### src/rtl/hazard_pkg.sv
// Shared definitions for the data-hazard unit: forwarding-select encoding and the
// in-flight producer record tracked for EX, MEM and WB.
package hazard_pkg;

  localparam logic [1:0] FWD_RF  = 2'b00;
  localparam logic [1:0] FWD_MEM = 2'b01;
  localparam logic [1:0] FWD_WB  = 2'b10;
  localparam logic [1:0] FWD_RET = 2'b11;

  // Entries carry a fixed-width destination so the struct stays parameter-free;
  // narrower register numbers are zero-extended before storage and comparison.
  localparam int unsigned MAX_REG_ADDR_W = 8;

  typedef struct packed {
    logic                      valid;
    logic [MAX_REG_ADDR_W-1:0] dst;
    logic                      wr;
    logic                      wr_imp;
    logic                      is_load;
  } pipe_entry_t;

endpackage

### src/rtl/hazard_forward_unit_if.sv
// ID-stage request and forwarding/stall response bundle of the hazard unit.
interface hazard_forward_unit_if #(
  parameter int unsigned REG_ADDR_W = 4,
  parameter int unsigned NUM_SRC    = 2,
  parameter int unsigned CNT_W      = 16
);
  logic                          id_valid;
  logic [NUM_SRC*REG_ADDR_W-1:0] id_src;
  logic [NUM_SRC-1:0]            id_src_used;
  logic [REG_ADDR_W-1:0]         id_dst;
  logic                          id_wr;
  logic                          id_wr_imp;
  logic                          id_is_load;
  logic                          flush;
  logic                          hold;
  logic                          stall;
  logic [2*NUM_SRC-1:0]          fwd_sel_ex;
  logic [NUM_SRC-1:0]            fwd_imp_ex;
  logic [CNT_W-1:0]              stall_cnt;

  modport master (
    output id_valid, id_src, id_src_used, id_dst, id_wr, id_wr_imp, id_is_load, flush, hold,
    input  stall, fwd_sel_ex, fwd_imp_ex, stall_cnt
  );

  modport slave (
    input  id_valid, id_src, id_src_used, id_dst, id_wr, id_wr_imp, id_is_load, flush, hold,
    output stall, fwd_sel_ex, fwd_imp_ex, stall_cnt
  );
endinterface

### src/rtl/hazard_src_match.sv
// Single-operand comparator: finds the nearest in-flight producer of one source
// register and flags a load-use hit against the instruction in EX.
module hazard_src_match
  import hazard_pkg::*;
#(
  parameter int unsigned REG_ADDR_W   = 4,
  parameter int unsigned IMPLICIT_REG = 0
) (
  input  logic                  need_i,
  input  logic [REG_ADDR_W-1:0] src_i,
  input  pipe_entry_t [2:0]     ent_i,
  output logic [1:0]            sel_o,
  output logic                  imp_o,
  output logic                  load_hit_o
);

  localparam logic [MAX_REG_ADDR_W-1:0] ImpReg = MAX_REG_ADDR_W'(IMPLICIT_REG);

  logic [MAX_REG_ADDR_W-1:0] src_ext;
  logic [2:0]                prim_hit;
  logic [2:0]                imp_hit;

  assign src_ext = MAX_REG_ADDR_W'(src_i);

  always_comb begin
    prim_hit = '0;
    imp_hit  = '0;
    for (int k = 0; k < 3; k++) begin
      prim_hit[k] = ent_i[k].valid & ent_i[k].wr & (ent_i[k].dst == src_ext);
      imp_hit[k]  = ent_i[k].valid & ent_i[k].wr_imp & (src_ext == ImpReg);
    end
  end

  // Nearest stage wins; within a stage the primary result beats the implicit one.
  always_comb begin
    sel_o = FWD_RF;
    imp_o = 1'b0;
    if (need_i) begin
      if (prim_hit[0] | imp_hit[0]) begin
        sel_o = FWD_MEM;
        imp_o = ~prim_hit[0];
      end else if (prim_hit[1] | imp_hit[1]) begin
        sel_o = FWD_WB;
        imp_o = ~prim_hit[1];
      end else if (prim_hit[2] | imp_hit[2]) begin
        sel_o = FWD_RET;
        imp_o = ~prim_hit[2];
      end
    end
    load_hit_o = need_i & prim_hit[0] & ent_i[0].is_load;
  end

endmodule

### src/rtl/hazard_forward_unit.sv
// Data-hazard unit: tracks EX/MEM/WB producers, raises load-use stalls and
// registers per-operand forwarding selects for the instruction entering EX.
module hazard_forward_unit
  import hazard_pkg::*;
#(
  parameter int unsigned REG_ADDR_W   = 4,
  parameter int unsigned NUM_SRC      = 2,
  parameter int unsigned IMPLICIT_REG = 0,
  parameter int unsigned CNT_W        = 16
) (
  input logic                 clk,
  input logic                 rst,
  hazard_forward_unit_if.slave bus
);

  pipe_entry_t [2:0]    ent_q, ent_d;
  pipe_entry_t          id_ent;
  logic [2*NUM_SRC-1:0] sel_calc, fwd_sel_q, fwd_sel_d;
  logic [NUM_SRC-1:0]   imp_calc, load_hit, fwd_imp_q, fwd_imp_d;
  logic [CNT_W-1:0]     cnt_q, cnt_d;
  logic                 stall;
  logic                 advance;

  for (genvar i = 0; i < NUM_SRC; i++) begin : g_src
    hazard_src_match #(
      .REG_ADDR_W  (REG_ADDR_W),
      .IMPLICIT_REG(IMPLICIT_REG)
    ) u_match (
      .need_i    (bus.id_valid & bus.id_src_used[i]),
      .src_i     (bus.id_src[i*REG_ADDR_W +: REG_ADDR_W]),
      .ent_i     (ent_q),
      .sel_o     (sel_calc[2*i +: 2]),
      .imp_o     (imp_calc[i]),
      .load_hit_o(load_hit[i])
    );
  end

  always_comb begin
    id_ent         = '0;
    id_ent.valid   = 1'b1;
    id_ent.dst     = MAX_REG_ADDR_W'(bus.id_dst);
    id_ent.wr      = bus.id_wr;
    id_ent.wr_imp  = bus.id_wr_imp;
    id_ent.is_load = bus.id_is_load;
  end

  // Flush kills the consumer, so a pending load-use hazard no longer matters.
  assign stall   = (|load_hit) & ~bus.flush;
  assign advance = bus.id_valid & ~stall & ~bus.flush;

  always_comb begin
    ent_d     = ent_q;
    fwd_sel_d = fwd_sel_q;
    fwd_imp_d = fwd_imp_q;
    cnt_d     = cnt_q;
    if (!bus.hold) begin
      ent_d[2]  = ent_q[1];
      ent_d[1]  = ent_q[0];
      ent_d[0]  = advance ? id_ent : '0;
      fwd_sel_d = advance ? sel_calc : '0;
      fwd_imp_d = advance ? imp_calc : '0;
      if (stall && !(&cnt_q)) begin
        cnt_d = cnt_q + CNT_W'(1);
      end
    end
  end

  always_ff @(posedge clk or posedge rst) begin
    if (rst) begin
      ent_q     <= '0;
      fwd_sel_q <= '0;
      fwd_imp_q <= '0;
      cnt_q     <= '0;
    end else begin
      ent_q     <= ent_d;
      fwd_sel_q <= fwd_sel_d;
      fwd_imp_q <= fwd_imp_d;
      cnt_q     <= cnt_d;
    end
  end

  assign bus.stall      = stall;
  assign bus.fwd_sel_ex = fwd_sel_q;
  assign bus.fwd_imp_ex = fwd_imp_q;
  assign bus.stall_cnt  = cnt_q;

endmodule
### src/flat_wrapper.sv
// flat-port wrapper written by rule: the top's interface ports become plain ports
module hazard_forward_unit_flat import hazard_pkg::*;
#(
  parameter int unsigned REG_ADDR_W   = 4,
  parameter int unsigned NUM_SRC      = 2,
  parameter int unsigned IMPLICIT_REG = 0,
  parameter int unsigned CNT_W        = 16
)
  (clk, rst, bus_id_valid, bus_id_src, bus_id_src_used, bus_id_dst, bus_id_wr, bus_id_wr_imp, bus_id_is_load, bus_flush, bus_hold, bus_stall, bus_fwd_sel_ex, bus_fwd_imp_ex, bus_stall_cnt);
  hazard_forward_unit_if #(.REG_ADDR_W(REG_ADDR_W), .NUM_SRC(NUM_SRC), .CNT_W(CNT_W)) bus_i ();
  input logic clk;
  input logic rst;
  input wire logic [$bits(bus_i.id_valid)-1:0] bus_id_valid;
  input wire logic [$bits(bus_i.id_src)-1:0] bus_id_src;
  input wire logic [$bits(bus_i.id_src_used)-1:0] bus_id_src_used;
  input wire logic [$bits(bus_i.id_dst)-1:0] bus_id_dst;
  input wire logic [$bits(bus_i.id_wr)-1:0] bus_id_wr;
  input wire logic [$bits(bus_i.id_wr_imp)-1:0] bus_id_wr_imp;
  input wire logic [$bits(bus_i.id_is_load)-1:0] bus_id_is_load;
  input wire logic [$bits(bus_i.flush)-1:0] bus_flush;
  input wire logic [$bits(bus_i.hold)-1:0] bus_hold;
  output wire logic [$bits(bus_i.stall)-1:0] bus_stall;
  output wire logic [$bits(bus_i.fwd_sel_ex)-1:0] bus_fwd_sel_ex;
  output wire logic [$bits(bus_i.fwd_imp_ex)-1:0] bus_fwd_imp_ex;
  output wire logic [$bits(bus_i.stall_cnt)-1:0] bus_stall_cnt;
  assign bus_i.id_valid = bus_id_valid;
  assign bus_i.id_src = bus_id_src;
  assign bus_i.id_src_used = bus_id_src_used;
  assign bus_i.id_dst = bus_id_dst;
  assign bus_i.id_wr = bus_id_wr;
  assign bus_i.id_wr_imp = bus_id_wr_imp;
  assign bus_i.id_is_load = bus_id_is_load;
  assign bus_i.flush = bus_flush;
  assign bus_i.hold = bus_hold;
  assign bus_stall = bus_i.stall;
  assign bus_fwd_sel_ex = bus_i.fwd_sel_ex;
  assign bus_fwd_imp_ex = bus_i.fwd_imp_ex;
  assign bus_stall_cnt = bus_i.stall_cnt;
  hazard_forward_unit #(.REG_ADDR_W(REG_ADDR_W), .NUM_SRC(NUM_SRC), .IMPLICIT_REG(IMPLICIT_REG), .CNT_W(CNT_W)) u_core (.clk(clk), .rst(rst), .bus(bus_i));
endmodule
### config.mk
export PLATFORM = sky130hd
export DESIGN_NAME = hazard_forward_unit_flat
export DESIGN_NICKNAME = d
export VERILOG_FILES = /design/src/rtl/hazard_pkg.sv /design/src/rtl/hazard_forward_unit_if.sv /design/src/rtl/hazard_src_match.sv /design/src/rtl/hazard_forward_unit.sv /design/src/flat_wrapper.sv
export SDC_FILE = /design/constraint.sdc
export NUM_CORES = 1
export LEC_CHECK = 0
export ABC_CLOCK_PERIOD_IN_PS = 2100
export CAP_MARGIN = 5
export CELL_PAD_IN_SITES_DETAIL_PLACEMENT = 1
export CELL_PAD_IN_SITES_GLOBAL_PLACEMENT = 2
export CORE_MARGIN = 8
export CORE_UTILIZATION = 31
export DETAILED_ROUTE_END_ITERATION = 16
export PLACE_DENSITY_LB_ADDON = 0.1
export SYNTH_ARGS = -nofsm -noshare
export SYNTH_HDL_FRONTEND = slang
export SYNTH_SLANG_ARGS = --single-unit
### constraint.sdc
create_clock -name clk -period 2.1 [get_ports clk]
set_clock_uncertainty 0.1 [all_clocks]
set_input_delay 0.525 -clock clk [delete_from_list [all_inputs] [get_ports clk]]
set_output_delay 0.525 -clock clk [all_outputs]
set_load 0.02 [all_outputs]
==> flow_summary.json <==
{
  "power.density_nw_per_um2": 496,
  "ff2ff_path_depth": 8,
  "first_iter_violations": 30,
  "hold_buffers": 0,
  "violations": "setup timing",
  "ant_nets": 0,
  "postPlaceCellArea_um2": 3300,
  "grt_start_max_net_pins": 45,
  "drc": 0,
  "min_path_cells": 1,
  "cp.required_ns": 1.47,
  "rsz0062_at_grt": "yes",
  "drive_above_1_share_pct": 30.2,
  "fp.dieH_um": 105,
  "period_minus_slack_ns": 2.47,
  "setup_ws_ns": -0.373,
  "yosys_warnings": 0,
  "synth_cell_types": 45,
  "final_nets": 323,
  "min_path_type": "reg2reg",
  "num_rows": 32,
  "syn_area_um2": 2460,
  "tightest_slew_ns": 0.338,
  "p_int_mw": 1.29,
  "drv_cap": 0,
  "ir_worst_vdd_mv": 0.247,
  "p_clk_share_pct": 32.3,
  "hold_viol": 0,
  "fmax_mhz": 404,
  "synth-compound-area-share_pct": 9.67,
  "ys_seq_area_share_pct": 44.8,
  "die_area_um2": 11000,
  "tns_ns": -0.373,
  "synthesis.nets": 237,
  "final_max_slew_viol_count": 0,
  "vias": 1930,
  "crit_path_start_kind": "input pin",
  "die_w_um": 105,
  "netlist_instances": 214,
  "outcome": "finished, violations left",
  "synth_top_area_share_pct": 44.8,
  "grt_util_all_layers_pct": 12.7,
  "fin_area_um2": 3460,
  "gp_congestion": 0.752,
  "pwr-share-seq_pct": 53.4,
  "dp_hpwl_mm": 4.93,
  "synth_edf_count": 0,
  "grt_antenna_before_repair": 0,
  "power_mw": 1.72,
  "cp.arrival_ns": 1.85,
  "start_util_pct": 32.0,
  "yosys.area_share.simple_pct": 21.6,
  "ys_top_cells_by_area": "dfrtp_1 45%, xnor2_1 11%, mux2_2 6.4%",
  "p_comb_share_pct": 14.3,
  "fin_cells": 403,
  "finalCritPeriodShare_pct": 118,
  "clk_pin_slew_ns": 0.08,
  "antenna_cells": 0,
  "area_growth_pct": 40.9,
  "grt_pass1_wl_mm": 11.4,
  "leakage_nw": 1.57,
  "synth_common_cells": "44 x dfrtp_1, 30 x xnor2_1, 15 x nand2_1",
  "synth_fa_ha_area_share_pct": 0.509,
  "cts_made_buffers": 5,
  "ys.flop_type": "dfrtp_1",
  "postRouteWirelength_mm": 6.61,
  "endpoint_kind": "output pin",
  "cts_tree": "yes",
  "avgSynthCellArea_um2": 11.5,
  "cts_max_level": 2,
  "post-synth-top-area-cell": "dfrtp_1",
  "grt_pass1_vias": 2171,
  "synth_most_common_cell": "dfrtp_1",
  "synth.mux.area_fraction_pct": 7.02,
  "io_pins": 45,
  "dp.cells": 391,
  "relSlewSlack_pct": 77.4,
  "grt_overflow_total": 0,
  "synth_top_family_by_area": "simple AND/OR/NAND/NOR gates",
  "critPathMaxFanout": 2,
  "p_sw_share_pct": 24.9,
  "cts_sinks": 44,
  "critPathKind": "in2out",
  "synthArstFlopShare_pct": 100,
  "first_pass_iters": 4,
  "fp.coreArea_um2": 7690,
  "wl_per_cell_um": 16.4,
  "root_buffer": "clkbuf_8",
  "viasPerCell": 4.79,
  "synth_xor_xnor_area_share_pct": 13.9,
  "clock_path_buffers": 2,
  "yosys_register_bits": 44,
  "clkLatencyLatePin_ns": 0.30,
  "timing.reg2reg.setup_slack_ns": 0.02,
  "setup_viol": 1,
  "power_switching_mw": 0.428,
  "io_buffers": 44
}
## metal layers
metal  track usage [%]  part of all wire [%]  vias to the layer above
met5                 0                     0                        -
met4              3.67                  0.58                        0
met3              2.64                   3.3                        4
met2              19.5                    46                       34
met1              17.4                    50                      946
li1                  -                     -                      946
## kinds of logic after synthesis
group / after synthesis
muxes: 15
and+or+nand+nor: 78
xor gates and xnor gates: 39
AOI/OAI and AO/OA: 28
adders and majority gates: 1
buffers and inverters: 9
DFF: 44
## metrics by stage
step	hold WS, ns	setup WS [ns]	util (%)
floorplan	0.380	-0.240	-
global placement	0.374	-1.04	42.9
detailed placement	0.380	-1.08	42.9
CTS	0.395	-0.404	44.5
global route	0.413	-0.480	45.1
finish	0.389	-0.373	45.1
## power by group through the flow
| stage | logic (mW) | clock network (mW) | registers (mW) |
|---|---|---|---|
| floorplan | 0.122 | 0 | 0.924 |
| global placement | 0.242 | 0 | 0.933 |
| detailed placement | 0.246 | 0 | 0.933 |
| CTS | 0.248 | 0.589 | 0.918 |
| global route | 0.273 | 0.610 | 0.924 |
| finish | 0.246 | 0.556 | 0.917 |
## layout by cell type, fill, tap and decap left out, drive strengths merged, types with 3 or more instances in the layout
master | synthesis | layout
clkbuf | 4 | 8
clkdlybuf4s50 | 0 | 32
and4 | 4 | 4
mux2 | 15 | 15
dfrtp | 44 | 44
nand3 | 11 | 11
dlygate4sd2 | 0 | 4
a21oi | 3 | 3
and2 | 4 | 4
xor2 | 9 | 9
a22o | 9 | 9
xnor2 | 30 | 30
nor3 | 6 | 6
nor2 | 7 | 7
buf | 4 | 44
and3 | 11 | 11
nand4 | 13 | 13
clkdlybuf4s15 | 0 | 4
o21ai | 5 | 5
or4 | 3 | 3
dlymetal6s2s | 0 | 3
nand2 | 15 | 15
## layout make-up
cell class              count  area [um2]
fillers                   849        4220
inverters                   1        3.75
well taps                 102         128
clock buffers               8        90.1
flip-flops and latches     44        1100
multi-input cells         161        1340
repair buffers             87         805
## worst max-delay path, stage by stage
cell	delay [ns]
clkdlybuf4s15_1	0.20
xor2_1	0.18
nor3_2	0.25
and2_4	0.18
a22o_1	0.13
and4b_2	0.26
buf_6	0.12
## timing repair
| item | in CTS | in global routing |
|---|---|---|
| pin swaps | 13 | 11 |
| gates resized for setup | 18 | 10 |
| setup buffers | 6 | 2 |
| setup endpoints to repair | 29 | 29 |
## path summary, 6_finish.rpt
path,startpoint,end
setup / recovery,bus_id_src[1],bus_stall
min in group asynchronous,rst,u_core.bus.fwd_sel_ex[1]
setup reg to reg,u_core.ent_q[4],u_core.ent_q[1]
max in group asynchronous,rst,u_core.ent_q[23]
hold reg to reg,u_core.bus.stall_cnt[6],u_core.bus.stall_cnt[6]
hold / removal,u_core.bus.stall_cnt[6],u_core.bus.stall_cnt[6]
## flip-flops by register name, summed over array words and instances (netlist names)
signal and cells:
u_core.ent_q 22, u_core.bus.stall_cnt 16, u_core.bus.fwd_sel_ex 4, u_core.bus.fwd_imp_ex 2
No activity file was read; power rests on OpenSTA's default activity.
